$ cat config.mk
export PLATFORM = sky130hd
export DESIGN_NAME = q_episode_controller
export DESIGN_NICKNAME = d
export VERILOG_FILES = /design/src/rtl/q_episode_controller.sv
export SDC_FILE = /design/constraint.sdc
export NUM_CORES = 1
export LEC_CHECK = 0
export ABC_AREA = 1
export ABC_CLOCK_PERIOD_IN_PS = 9400
export CORE_MARGIN = 2
export CORE_UTILIZATION = 45
export DETAILED_ROUTE_END_ITERATION = 6
export GPL_ROUTABILITY_DRIVEN = 0
export PLACE_DENSITY = 0.78
export SYNTH_ARGS = -nofsm -noshare
export SYNTH_HDL_FRONTEND = slang
export SYNTH_SLANG_ARGS = --single-unit
$ cat constraint.sdc
create_clock -name clk -period 9.4 [get_ports clk]
set_input_delay 1.41 -clock clk [delete_from_list [all_inputs] [get_ports clk]]
set_output_delay 1.41 -clock clk [all_outputs]
set_load 0.005 [all_outputs]
$ cat src/rtl/q_episode_controller.sv
// Episode sequencer for one tabular Q-learning agent on a GRID_W x GRID_W maze.
// Drives Q-table reads/writes and the action selector, and tracks steps, episodes and epsilon.
//
// state   | meaning
// IDLE    | waiting for start after reset
// RD_CUR  | issue read of the current-state Q row
// LAT_CUR | latch current row for the action selector
// SELECT  | latch selector action
// MOVE    | compute next state and reward, issue next-row read
// LAT_NXT | latch max Q of the next row (0 when terminal)
// UPDATE  | write back the updated Q row
// CHECK   | advance step/episode counters, decay epsilon
// DONE    | run finished, waiting for start
module q_episode_controller #(
    parameter int GRID_W       = 4,
    parameter int START_STATE  = 0,
    parameter int GOAL_STATE   = 15,
    parameter int R_GOAL       = 100,
    parameter int R_PIT        = 100,
    parameter int R_STEP       = 1,
    parameter int ALPHA_SH     = 2,
    parameter int GAMMA_SH     = 1,
    parameter int MAX_STEPS    = 64,
    parameter int NUM_EPISODES = 300,
    parameter int EPS_DEC      = 218
) (
    input  logic        clk,
    input  logic        rst,
    input  logic        start,
    input  logic [15:0] pit_map,
    output logic [3:0]  q_rd_addr,
    input  logic [63:0] q_rd_data,
    output logic        q_wr_en,
    output logic [3:0]  q_wr_addr,
    output logic [63:0] q_wr_data,
    output logic        sel_start,
    output logic [63:0] sel_q_values,
    output logic [15:0] sel_epsilon,
    input  logic [3:0]  sel_action,
    output logic [3:0]  cur_state,
    output logic [6:0]  step_cnt,
    output logic [15:0] episode_cnt,
    output logic        busy,
    output logic        done
);

    typedef enum logic [3:0] {
        S_IDLE,
        S_RD_CUR,
        S_LAT_CUR,
        S_SELECT,
        S_MOVE,
        S_LAT_NXT,
        S_UPDATE,
        S_CHECK,
        S_DONE
    } state_t;

    state_t state, state_nxt;

    logic [3:0]         cur_q;
    logic [6:0]         step_q;
    logic [15:0]        ep_q;
    logic [15:0]        eps_q;
    logic [15:0]        pits_q;
    logic               done_q;
    logic               sel_start_q;
    logic [63:0]        row_q;
    logic [1:0]         act_q;
    logic [3:0]         nxt_q;
    logic signed [17:0] reward_q;
    logic               term_q;
    logic signed [17:0] maxq_q;

    function automatic logic signed [17:0] sm_to_tc(input logic [15:0] v);
        logic signed [17:0] mag;
        mag = {3'b000, v[14:0]};
        return v[15] ? -mag : mag;
    endfunction

    // Input is already saturated to +/-32767, so a negative value never encodes as -0.
    function automatic logic [15:0] tc_to_sm(input logic signed [19:0] v);
        logic signed [19:0] neg_v;
        neg_v = -v;
        return v[19] ? {1'b1, neg_v[14:0]} : {1'b0, v[14:0]};
    endfunction

    // Move decode
    int          cur_i;
    int          row_i;
    int          col_i;
    int          nxt_i;
    logic [3:0]  mv_next;
    logic        mv_blocked;
    logic        mv_goal;
    logic        mv_pit;
    logic signed [17:0] mv_reward;

    always_comb begin
        cur_i      = int'(cur_q);
        row_i      = cur_i / GRID_W;
        col_i      = cur_i % GRID_W;
        nxt_i      = cur_i;
        mv_blocked = 1'b0;
        case (act_q)
            2'd0:    if (row_i > 0)          nxt_i = cur_i - GRID_W; else mv_blocked = 1'b1;
            2'd1:    if (row_i < GRID_W - 1) nxt_i = cur_i + GRID_W; else mv_blocked = 1'b1;
            2'd2:    if (col_i > 0)          nxt_i = cur_i - 1;      else mv_blocked = 1'b1;
            default: if (col_i < GRID_W - 1) nxt_i = cur_i + 1;      else mv_blocked = 1'b1;
        endcase
        mv_next = 4'(nxt_i);
        mv_goal = !mv_blocked && (mv_next == 4'(GOAL_STATE));
        mv_pit  = !mv_blocked && !mv_goal && pits_q[mv_next];
        if (mv_goal)
            mv_reward = 18'(R_GOAL);
        else if (mv_pit)
            mv_reward = -18'(R_PIT);
        else
            mv_reward = -18'(R_STEP);
    end

    logic signed [17:0] row_max;
    logic signed [17:0] cand;

    always_comb begin
        row_max = sm_to_tc(q_rd_data[15:0]);
        cand    = '0;
        for (int i = 1; i < 4; i++) begin
            cand = sm_to_tc(q_rd_data[i*16 +: 16]);
            if (cand > row_max)
                row_max = cand;
        end
    end

    // Q update, 20-bit internal so the sum cannot wrap before saturation
    logic signed [19:0] r20;
    logic signed [19:0] m20;
    logic signed [19:0] q20;
    logic signed [19:0] t20;
    logic signed [19:0] nq20;
    logic [15:0]        new_sm;
    logic [63:0]        wr_row;

    always_comb begin
        r20  = reward_q;
        m20  = maxq_q;
        q20  = sm_to_tc(row_q[int'(act_q)*16 +: 16]);
        t20  = r20 + m20 - (m20 >>> GAMMA_SH) - q20;
        nq20 = q20 + (t20 >>> ALPHA_SH);
        if (nq20 > 20'sd32767)
            nq20 = 20'sd32767;
        else if (nq20 < -20'sd32767)
            nq20 = -20'sd32767;
        new_sm = tc_to_sm(nq20);
        wr_row = row_q;
        wr_row[int'(act_q)*16 +: 16] = new_sm;
    end

    logic [6:0]  step_inc;
    logic [15:0] ep_inc;
    logic        ep_end;
    logic        run_end;

    always_comb begin
        step_inc = step_q + 7'd1;
        ep_inc   = ep_q + 16'd1;
        ep_end   = term_q || (step_inc == 7'(MAX_STEPS));
        run_end  = ep_end && (ep_inc == 16'(NUM_EPISODES));
    end

    always_ff @(posedge clk) begin
        if (rst)
            state <= S_IDLE;
        else
            state <= state_nxt;
    end

    always_comb begin
        state_nxt = state;
        case (state)
            S_IDLE, S_DONE: if (start) state_nxt = S_RD_CUR;
            S_RD_CUR:       state_nxt = S_LAT_CUR;
            S_LAT_CUR:      state_nxt = S_SELECT;
            S_SELECT:       state_nxt = S_MOVE;
            S_MOVE:         state_nxt = S_LAT_NXT;
            S_LAT_NXT:      state_nxt = S_UPDATE;
            S_UPDATE:       state_nxt = S_CHECK;
            S_CHECK:        state_nxt = run_end ? S_DONE : S_RD_CUR;
            default:        state_nxt = S_IDLE;
        endcase
    end

    always_ff @(posedge clk) begin
        if (rst) begin
            cur_q       <= 4'(START_STATE);
            step_q      <= '0;
            ep_q        <= '0;
            eps_q       <= 16'hFFFF;
            pits_q      <= '0;
            done_q      <= 1'b0;
            sel_start_q <= 1'b0;
            row_q       <= '0;
            act_q       <= '0;
            nxt_q       <= '0;
            reward_q    <= '0;
            term_q      <= 1'b0;
            maxq_q      <= '0;
        end else begin
            sel_start_q <= 1'b0;
            case (state)
                S_IDLE, S_DONE: begin
                    if (start) begin
                        cur_q       <= 4'(START_STATE);
                        step_q      <= '0;
                        ep_q        <= '0;
                        eps_q       <= 16'hFFFF;
                        pits_q      <= pit_map;
                        done_q      <= 1'b0;
                        sel_start_q <= 1'b1;
                    end
                end
                S_LAT_CUR: row_q <= q_rd_data;
                S_SELECT: begin
                    if (sel_action == 4'd0 || sel_action > 4'd4)
                        act_q <= 2'd0;
                    else
                        act_q <= 2'(sel_action - 4'd1);
                end
                S_MOVE: begin
                    nxt_q    <= mv_next;
                    reward_q <= mv_reward;
                    term_q   <= mv_goal || mv_pit;
                end
                S_LAT_NXT: maxq_q <= term_q ? 18'sd0 : row_max;
                S_CHECK: begin
                    if (ep_end) begin
                        ep_q   <= ep_inc;
                        eps_q  <= (eps_q < 16'(EPS_DEC)) ? 16'h0000 : eps_q - 16'(EPS_DEC);
                        cur_q  <= 4'(START_STATE);
                        step_q <= '0;
                        if (run_end)
                            done_q <= 1'b1;
                    end else begin
                        cur_q  <= nxt_q;
                        step_q <= step_inc;
                    end
                end
                default: ;
            endcase
        end
    end

    always_comb begin
        q_rd_addr = 4'd0;
        if (state == S_RD_CUR)
            q_rd_addr = cur_q;
        else if (state == S_MOVE)
            q_rd_addr = mv_next;
    end

    // Gated by rst so an abort landing on UPDATE never corrupts the table.
    assign q_wr_en      = (state == S_UPDATE) && !rst;
    assign q_wr_addr    = cur_q;
    assign q_wr_data    = (state == S_UPDATE) ? wr_row : 64'd0;
    assign sel_start    = sel_start_q;
    assign sel_q_values = row_q;
    assign sel_epsilon  = eps_q;
    assign cur_state    = cur_q;
    assign step_cnt     = step_q;
    assign episode_cnt  = ep_q;
    assign busy         = (state != S_IDLE) && (state != S_DONE);
    assign done         = done_q;

endmodule
After elaboration in Yosys (flattened, before gate mapping):

Index checks and enable logic that the tools add are counted.

* bits of input ports: 87
* bits in registers: 172
* output and inout bits: 183

* muxes and demuxes: 52
* magnitude comparators: 12
* eq/ne operators: 17
* reduce and logical (&&, ||, !) cells: 23
* shift-type cells: 3
* $add $sub $neg: 19
* bitwise operators: 1

Operators by type and width (count)
* two-way mux 18 bit: 10
* two-way mux 16 bit: 6
* negator 15 -> 18 bit: 5
* bitwise mux 64 bit: 1
* two-way mux 64 bit: 1
* one-hot mux 16 bit (2 select lines): 2
* variable shift 16 x 33 -> 64 bit (first input constant): 1
* variable part select 16 x 33 -> 64 bit: 1
* variable part select 64 x 7 -> 16 bit: 1
* greater-than comparator 18 bit: 3
* two-way mux 20 bit: 2
* two-way mux 4 bit: 10
* adder 18 x 18 -> 19 bit: 2
* negator 6 -> 33 bit: 1
* one-hot mux 4 bit (8 select lines): 1
* two-way mux 7 bit: 3
* subtractor 19 x 17 -> 20 bit: 1
* subtractor 20 x 18 -> 20 bit: 1
* greater-than comparator 19 x 16 -> 1 bit (second input constant): 1
* < comparator 19 x 16 -> 1 bit (second input constant): 1
* adder 16 x 1 -> 16 bit (second input constant): 1
* equality test 16 x 9 -> 1 bit (second input constant): 1
* equality test 4 x 3 -> 1 bit (second input constant): 4
* < comparator 16 x 8 -> 1 bit (second input constant): 1
* other kinds (40): 66

Longest topological paths before layout:

Gate-level depths: netlist (run 1).

* word-level depth: 13
* mapped depth: 57
* mapped depth without buffers: 54

Least setup slack after synthesis (run 1):

No wires, ideal clock.

* path type: flip-flop to output port
* from: register act_q[0]
* to: output port q_wr_data[60]
* cell stages (with the launch flop): 53
* data arrival time: 6657 ps
* setup slack: 1333 ps
* data required time: 7990 ps
* path buffers: 3
* path through: dfxtp_1 -> buf_6 -> inv_4 -> buf_6 -> nand2_1 -> nand3_1 -> and2_4 -> inv_1 -> ha_1 -> inv_1 -> nand2_1 -> xor2_1 -> inv_1 -> fa_1 -> fa_1 -> ha_1 -> nand2_1 -> o21ai_0 -> [17 not listed] -> nand2_2 -> nand2_4 -> inv_6 -> nand2_4 -> buf_12 -> nand3_4 -> inv_2 -> ha_1 -> inv_1 -> nor2_2 -> nand3_2 -> nand2_2 -> nand2_1 -> nand2_2 -> nand3_2 -> nor2_2 -> nand2_1 -> a21oi_2

* word-level cells in the longest chain between the ends: 13
* elaborated cells between the ends (all ways): 16
* classes of those cells: add/sub: 5; order compare: 2; shift: 3; mux: 6

RTL lines
* start: declaration: RTL line 69 `logic [1:0] act_q;`
* start signal: assignment: RTL line 227 `act_q <= 2'(sel_action - 4'd1);`
* variable part select 64 x 7 -> 16 bit: RTL line 147 `q20 = sm_to_tc(row_q[int'(act_q)*16 +: 16]);`
* negator 15 -> 18 bit: RTL line 78 `return v[15] ? -mag : mag;`
* two-way mux 18 bit: RTL line 78
* subtractor 20 x 18 -> 20 bit: RTL line 148 `t20 = r20 + m20 - (m20 >>> GAMMA_SH) - q20;`
* adder 18 x 18 -> 19 bit: RTL line 149 `nq20 = q20 + (t20 >>> ALPHA_SH);`
* < comparator 19 x 16 -> 1 bit: RTL line 152 `else if (nq20 < -20'sd32767)`
* two-way mux 20 bit: RTL line 152
* two-way mux 20 bit: RTL line 150 `if (nq20 > 20'sd32767)`
* negator 15 bit: RTL line 84 `neg_v = -v;`
* two-way mux 16 bit: RTL line 85 `return v[19] ? {1'b1, neg_v[14:0]} : {1'b0, v[14:0]};`
* variable part select 16 x 33 -> 64 bit: RTL line 156 `wr_row[int'(act_q)*16 +: 16] = new_sm;`
* bitwise mux 64 bit (*): RTL line 156
* two-way mux 64 bit (*): RTL line 264 `assign q_wr_data = (state == S_UPDATE) ? wr_row : 64'd0;`
* end: declaration: RTL line 35 `output logic [63:0] q_wr_data,`

Every way passes the cells marked *; elsewhere a longest branch is shown, timed or not.

Worst setup path after layout (run 1):

* from: register act_q[0]
* to: output port q_wr_data[61]

Same word-level chain as after synthesis.

==> flow_summary.json, run 1 <==
{
  "fp-row-count": 67,
  "slew_violations": 0,
  "ys.flop_type": "dfxtp_1",
  "initial_utilization_pct": 46.0,
  "htree_levels": 4,
  "synth_area_per_cell_sq_um": 6.33,
  "max_freq_mhz": 107,
  "multi_input_area_sq_um": 11300,
  "nets": 2978,
  "fp.dieW_um": 190,
  "pre_cts_ws_ns": -0.0283,
  "grt.total_usage_pct": 30.9,
  "syn_inst": 2451,
  "grt_pass1_vias": 16600,
  "cp_slowest_cell": "fa_1",
  "arrival_ns": 7.90,
  "period_minus_slack_ns": 9.31,
  "hold_path.class": "register to register",
  "final_layout_size_suffix_gt1_share_pct": 12.9,
  "cts_inserted_buffers": 17,
  "worst_slack_ns": 0.0948,
  "outcome": "complete, no violations",
  "crit_path_max_incr_delay_ns": 0.49,
  "synth_seq_area_share_pct": 20.4,
  "synth_seq_cells": 158,
  "root_buffer": "clkbuf_16",
  "path_clk_slew_ns": 0.08,
  "clock_skew_ns": 0.0109,
  "cap_violations": 0,
  "routedWlPerCell_um": 18.6,
  "syn_nets": 2683,
  "cp-start-kind": "register",
  "dpl_cell_area_sq_um": 18700,
  "drc": 0,
  "yosys-top-cells-area": "dfxtp_1 20%, nand2_1 14%, ha_1 9.2%, a21oi_1 7.7%, inv_1 7.7%",
  "timing_hold_violations_final": 0,
  "synthTopCellsByCount": "564 x nand2_1, 317 x inv_1, 238 x a21oi_1",
  "final_cell_area_sq_um": 20500,
  "grt_max_degree": 91,
  "seq_area_sq_um": 3170,
  "worst_pin_slew_ns": 1.25,
  "cts_tree": "built",
  "clk_latency_ns": 0.45,
  "clockBufferDepth": 2,
  "slew_headroom_pct": 16.3,
  "synth_area_sq_um": 15500,
  "pin_count": 270,
  "synth_warnings": 0,
  "ant_nets": 0,
  "cpMostUsedCell": "nand2_1",
  "dp_hpwl_um": 45600,
  "crit_required_ns": 7.99,
  "overflow": 0,
  "postSynth.asyncResetShare_pct": 0,
  "tns_ns": 0,
  "path_class": "register to primary output",
  "antenna_found_initial": 3,
  "synth_most_common_cell": "nand2_1",
  "rsz0062_at_grt": "yes",
  "setup_violations": 0,
  "vias": 18500,
  "fin_crit_sh_pct": 99.0,
  "die_area_sq_um": 36000,
  "grt_pass1_wl_um": 88000,
  "core_sq_um": 33700,
  "crit_path_max_fanout": 16,
  "io_buffers": 269,
  "fp.dieH_um": 190,
  "yosys.area.top_type": "dfxtp_1",
  "syn_to_final_growth_pct": 32.4,
  "endpoint_kind": "primary output",
  "synth_cell_types": 57,
  "firstDrtPassIters": 7,
  "holdWs_ns": 0.455,
  "wirelength_um": 59700,
  "synth_top_area_share_pct": 20.4,
  "fillCellCount": 2965,
  "synth_edf_count": 0,
  "cts_sinks": 158,
  "dr.first_iter.drc_count": 2063,
  "vias_per_cell": 5.75
}
registers in the layout (all words and copies together), names as in the netlist, 2 cells and up:
signal        count
step_cnt          7
state             4
episode_cnt      16
maxq_q           18
sel_q_values     64
cur_state         4
act_q             2
reward_q          4
nxt_q             4
pits_q           16
sel_epsilon      16
stage by stage:
stage,util (%),std cells
after detailed placement,55.5,3125
after global routing,60.9,3210
after floorplan,-,2451
after global placement,55.5,3125
final,60.9,3210
after CTS,58.3,3172
critical path: cells and delay by family (launching register included):
family,cells,cell delay [ns]
buf+inv,12,1.39
flops,1,0.40
compound gates,7,1.15
simple gates,25,2.45
xor+xnor,3,0.57
fa+ha+maj,4,1.48
layer usage:
layer | track usage, % | part of all wire, % | up-vias
met5 | 0 | 0 | -
met4 | 15.6 | 5.4 | 0
met3 | 5.98 | 9.8 | 235
met2 | 50.4 | 46 | 1107
met1 | 38.9 | 38 | 8532
li1 | - | - | 8595
path summary, 6_finish.rpt:
kind                     startpoint                endpoint  slack, ns  cells after the start
min          pits_q[9]$_SDFFE_PP0P_  pits_q[9]$_SDFFE_PP0P_       0.46                      2
min reg2reg  pits_q[9]$_SDFFE_PP0P_  pits_q[9]$_SDFFE_PP0P_       0.46                      2
max reg2reg   act_q[0]$_SDFFE_PP0N_     term_q$_SDFFE_PP0P_       5.50                     13
max           act_q[0]$_SDFFE_PP0N_           q_wr_data[61]       0.09                     51
logic make-up after synthesis:
logic type      synth area share (%)
flops                           20.4
xor+xnor                        6.44
simple gates                    30.4
compound gates                  18.6
buf+inv                         11.0
fa+ha+maj                       13.2
layout by cell type (no fill, tap or decap), types with 75 or more instances in the layout:
cell type	Yosys	layout
ha_1	114	102
dfxtp_1	158	157
inv_1	317	312
clkdlybuf4s50_1	0	224
o21ai_0	198	172
a21oi_1	238	203
nor2_1	221	209
nand2_1	564	536
xor2_1	82	75
nand3_1	113	108
buf_4	7	87
what timing repair did:
| item | 4_1_cts | 5_1_grt |
|---|---|---|
| cloned | 0 | 1 |
| resized for setup | 38 | 189 |
| setup buffers | 15 | 34 |
| hold buffers | 0 | 0 |
| setup endpoints to repair | 54 | 76 |
| pin swaps | 11 | 86 |
layout make-up:
cell class | count | share of cell area [%]
Inverter | 333 | 6.15
Multi-Input combinational cell | 1868 | 55.0
Clock inverter | 15 | 0.920
Timing Repair Buffer | 368 | 17.7
Tap cell | 448 | 2.73
Antenna cell | 3 | 0.0366
Sequential cell | 158 | 15.4
Clock buffer | 17 | 2.07
Power of run 1 is not shown: default switching activity piles up to over one toggle a cycle in this logic, so the estimate is an artifact.
==> inputs of run 2 (changes only) <==
Settings changed: CTS_CLUSTER_DIAMETER set to 120, GPL_ROUTABILITY_DRIVEN 0 to not set, RECOVER_POWER set to 25.
==> flow_summary.json, run 2 (synthesis results as in run 1) <==
{
  "outcome": "finished, violations left",
  "violations": "DRC, capacitance limit, slew limit",
  "fp-row-count": 67,
  "cp_slowest_cell": "fa_1",
  "multi_input_area_sq_um": 11200,
  "final_cell_area_sq_um": 20300,
  "slew_headroom_pct": -126,
  "routedWlPerCell_um": 18.8,
  "firstDrtPassIters": 7,
  "path_clk_slew_ns": 0.07,
  "wirelength_um": 60300,
  "path_buf_inv": 12,
  "tns_ns": 0,
  "crit_path_max_incr_delay_ns": 0.50,
  "io_buffers": 269,
  "max_freq_mhz": 109,
  "syn_to_final_growth_pct": 31.1,
  "clockBufferDepth": 2,
  "fp.dieW_um": 190,
  "clk_latency_ns": 0.44,
  "holdWs_ns": 0.447,
  "ant_nets": 0,
  "gp_congestion": 1.02,
  "pin_count": 270,
  "pre_cts_ws_ns": 0.0150,
  "worst_r2r_path_depth": 13,
  "timing_hold_violations_final": 0,
  "die_area_sq_um": 36000,
  "grt.total_usage_pct": 32.0,
  "cp-start-kind": "register",
  "worst_slack_ns": 0.233,
  "fp.dieH_um": 190,
  "holdPathStages": 2,
  "dpl_cell_area_sq_um": 18800,
  "fillCellCount": 3156,
  "cts_tree": "built",
  "clock_skew_ns": 0.0130,
  "final_cell_mix": "542 x nand2_1, 313 x inv_1, 217 x clkdlybuf4s50_1",
  "overflow": 0,
  "vias_per_cell": 5.61,
  "cp_num_cells": 53,
  "final_common_cell": "nand2_1",
  "dr.first_iter.drc_count": 1693,
  "worst_pin_slew_ns": 3.38,
  "grt_pass1_vias": 16400,
  "path_class": "register to primary output",
  "crit_required_ns": 7.99,
  "drc": 12,
  "vias": 18000,
  "setup_violations": 0,
  "critical-path-top-delay-family": "simple AND/OR/NAND/NOR gates",
  "largest_reg_flops": 64,
  "endpoint_kind": "primary output",
  "crit_path_max_fanout": 21,
  "hold_path.class": "register to register",
  "seq_area_sq_um": 3170,
  "htree_levels": 4,
  "cpMostUsedCell": "nand2_1",
  "period_minus_slack_ns": 9.17,
  "cts_sinks": 158,
  "core_sq_um": 33700,
  "cap_violations": 2,
  "grt_pass1_wl_um": 90100,
  "slew_violations": 144,
  "antenna_found_initial": 0,
  "rsz0062_at_grt": "yes",
  "grt_max_degree": 91,
  "initial_utilization_pct": 46.0,
  "nets": 2971,
  "final_layout_size_suffix_gt1_share_pct": 11.8,
  "arrival_ns": 7.76,
  "cts_inserted_buffers": 17,
  "dp_hpwl_um": 47300,
  "ctsHoldBuffers": 0,
  "fin_crit_sh_pct": 97.5,
  "root_buffer": "clkbuf_16"
}
==> run 2: cell count changes in the layout (fill, tap and decap cells not counted), moves of 6 or more <==
| cell | previous run | this run |
|---|---|---|
| clkdlybuf4s50_1 | 224 | 217 |
| o21ai_1 | 29 | 18 |
| buf_4 | 87 | 80 |
| nand2_1 | 536 | 542 |
| dlygate4sd3_1 | 0 | 8 |
| o21ai_0 | 172 | 184 |
==> run 2: per-stage QoR <==
step	instances	util, %
6_report	3201	60.3
5_1_grt	3200	60.3
2_1_floorplan	2451	-
3_5_place_dp	3136	55.8
3_3_place_gp	3136	55.8
4_1_cts	3177	58.0
==> run 2: per-layer routing <==
layer	routed length (um)	global-route usage, %
met1	24600	41.2
met5	0	0
met2	28100	52.6
met3	4670	5.20
met4	2950	14.4
==> run 2: final timing paths <==
kind | startpoint | endpoint | slack [ns]
worst min register to register | sel_epsilon[0]$_SDFFE_PP1P_ | sel_epsilon[0]$_SDFFE_PP1P_ | 0.45
worst max-delay path | act_q[0]$_SDFFE_PP0N_ | q_wr_data[55] | 0.23
worst min-delay path | sel_epsilon[0]$_SDFFE_PP1P_ | sel_epsilon[0]$_SDFFE_PP1P_ | 0.45
worst max register to register | act_q[0]$_SDFFE_PP0N_ | term_q$_SDFFE_PP0P_ | 5.39
==> run 2: final cells by class <==
class	instances	area share (%)
Sequential cell	158	15.6
Clock inverter	14	0.849
Inverter	333	6.21
Clock buffer	18	2.11
Multi-Input combinational cell	1868	55.0
Antenna cell	1	0.0123
Timing Repair Buffer	361	17.5
Tap cell	448	2.76
==> run 2: worst min-delay path, delay by kind of cell (launching register included) <==
family / cells / cell delay [ns]
flops: 1 / 0.32
simple gates: 2 / 0.10
==> run 2: what timing repair did <==
item                                    CTS  global route
endpoints found under the hold margin     0             0
gates cloned                              1             1
gates resized for setup                  22           173
setup buffers                             8            22
pin swaps                                 4            65
endpoints found under the setup margin   50            76
Power of run 2 is left out for the same reason.
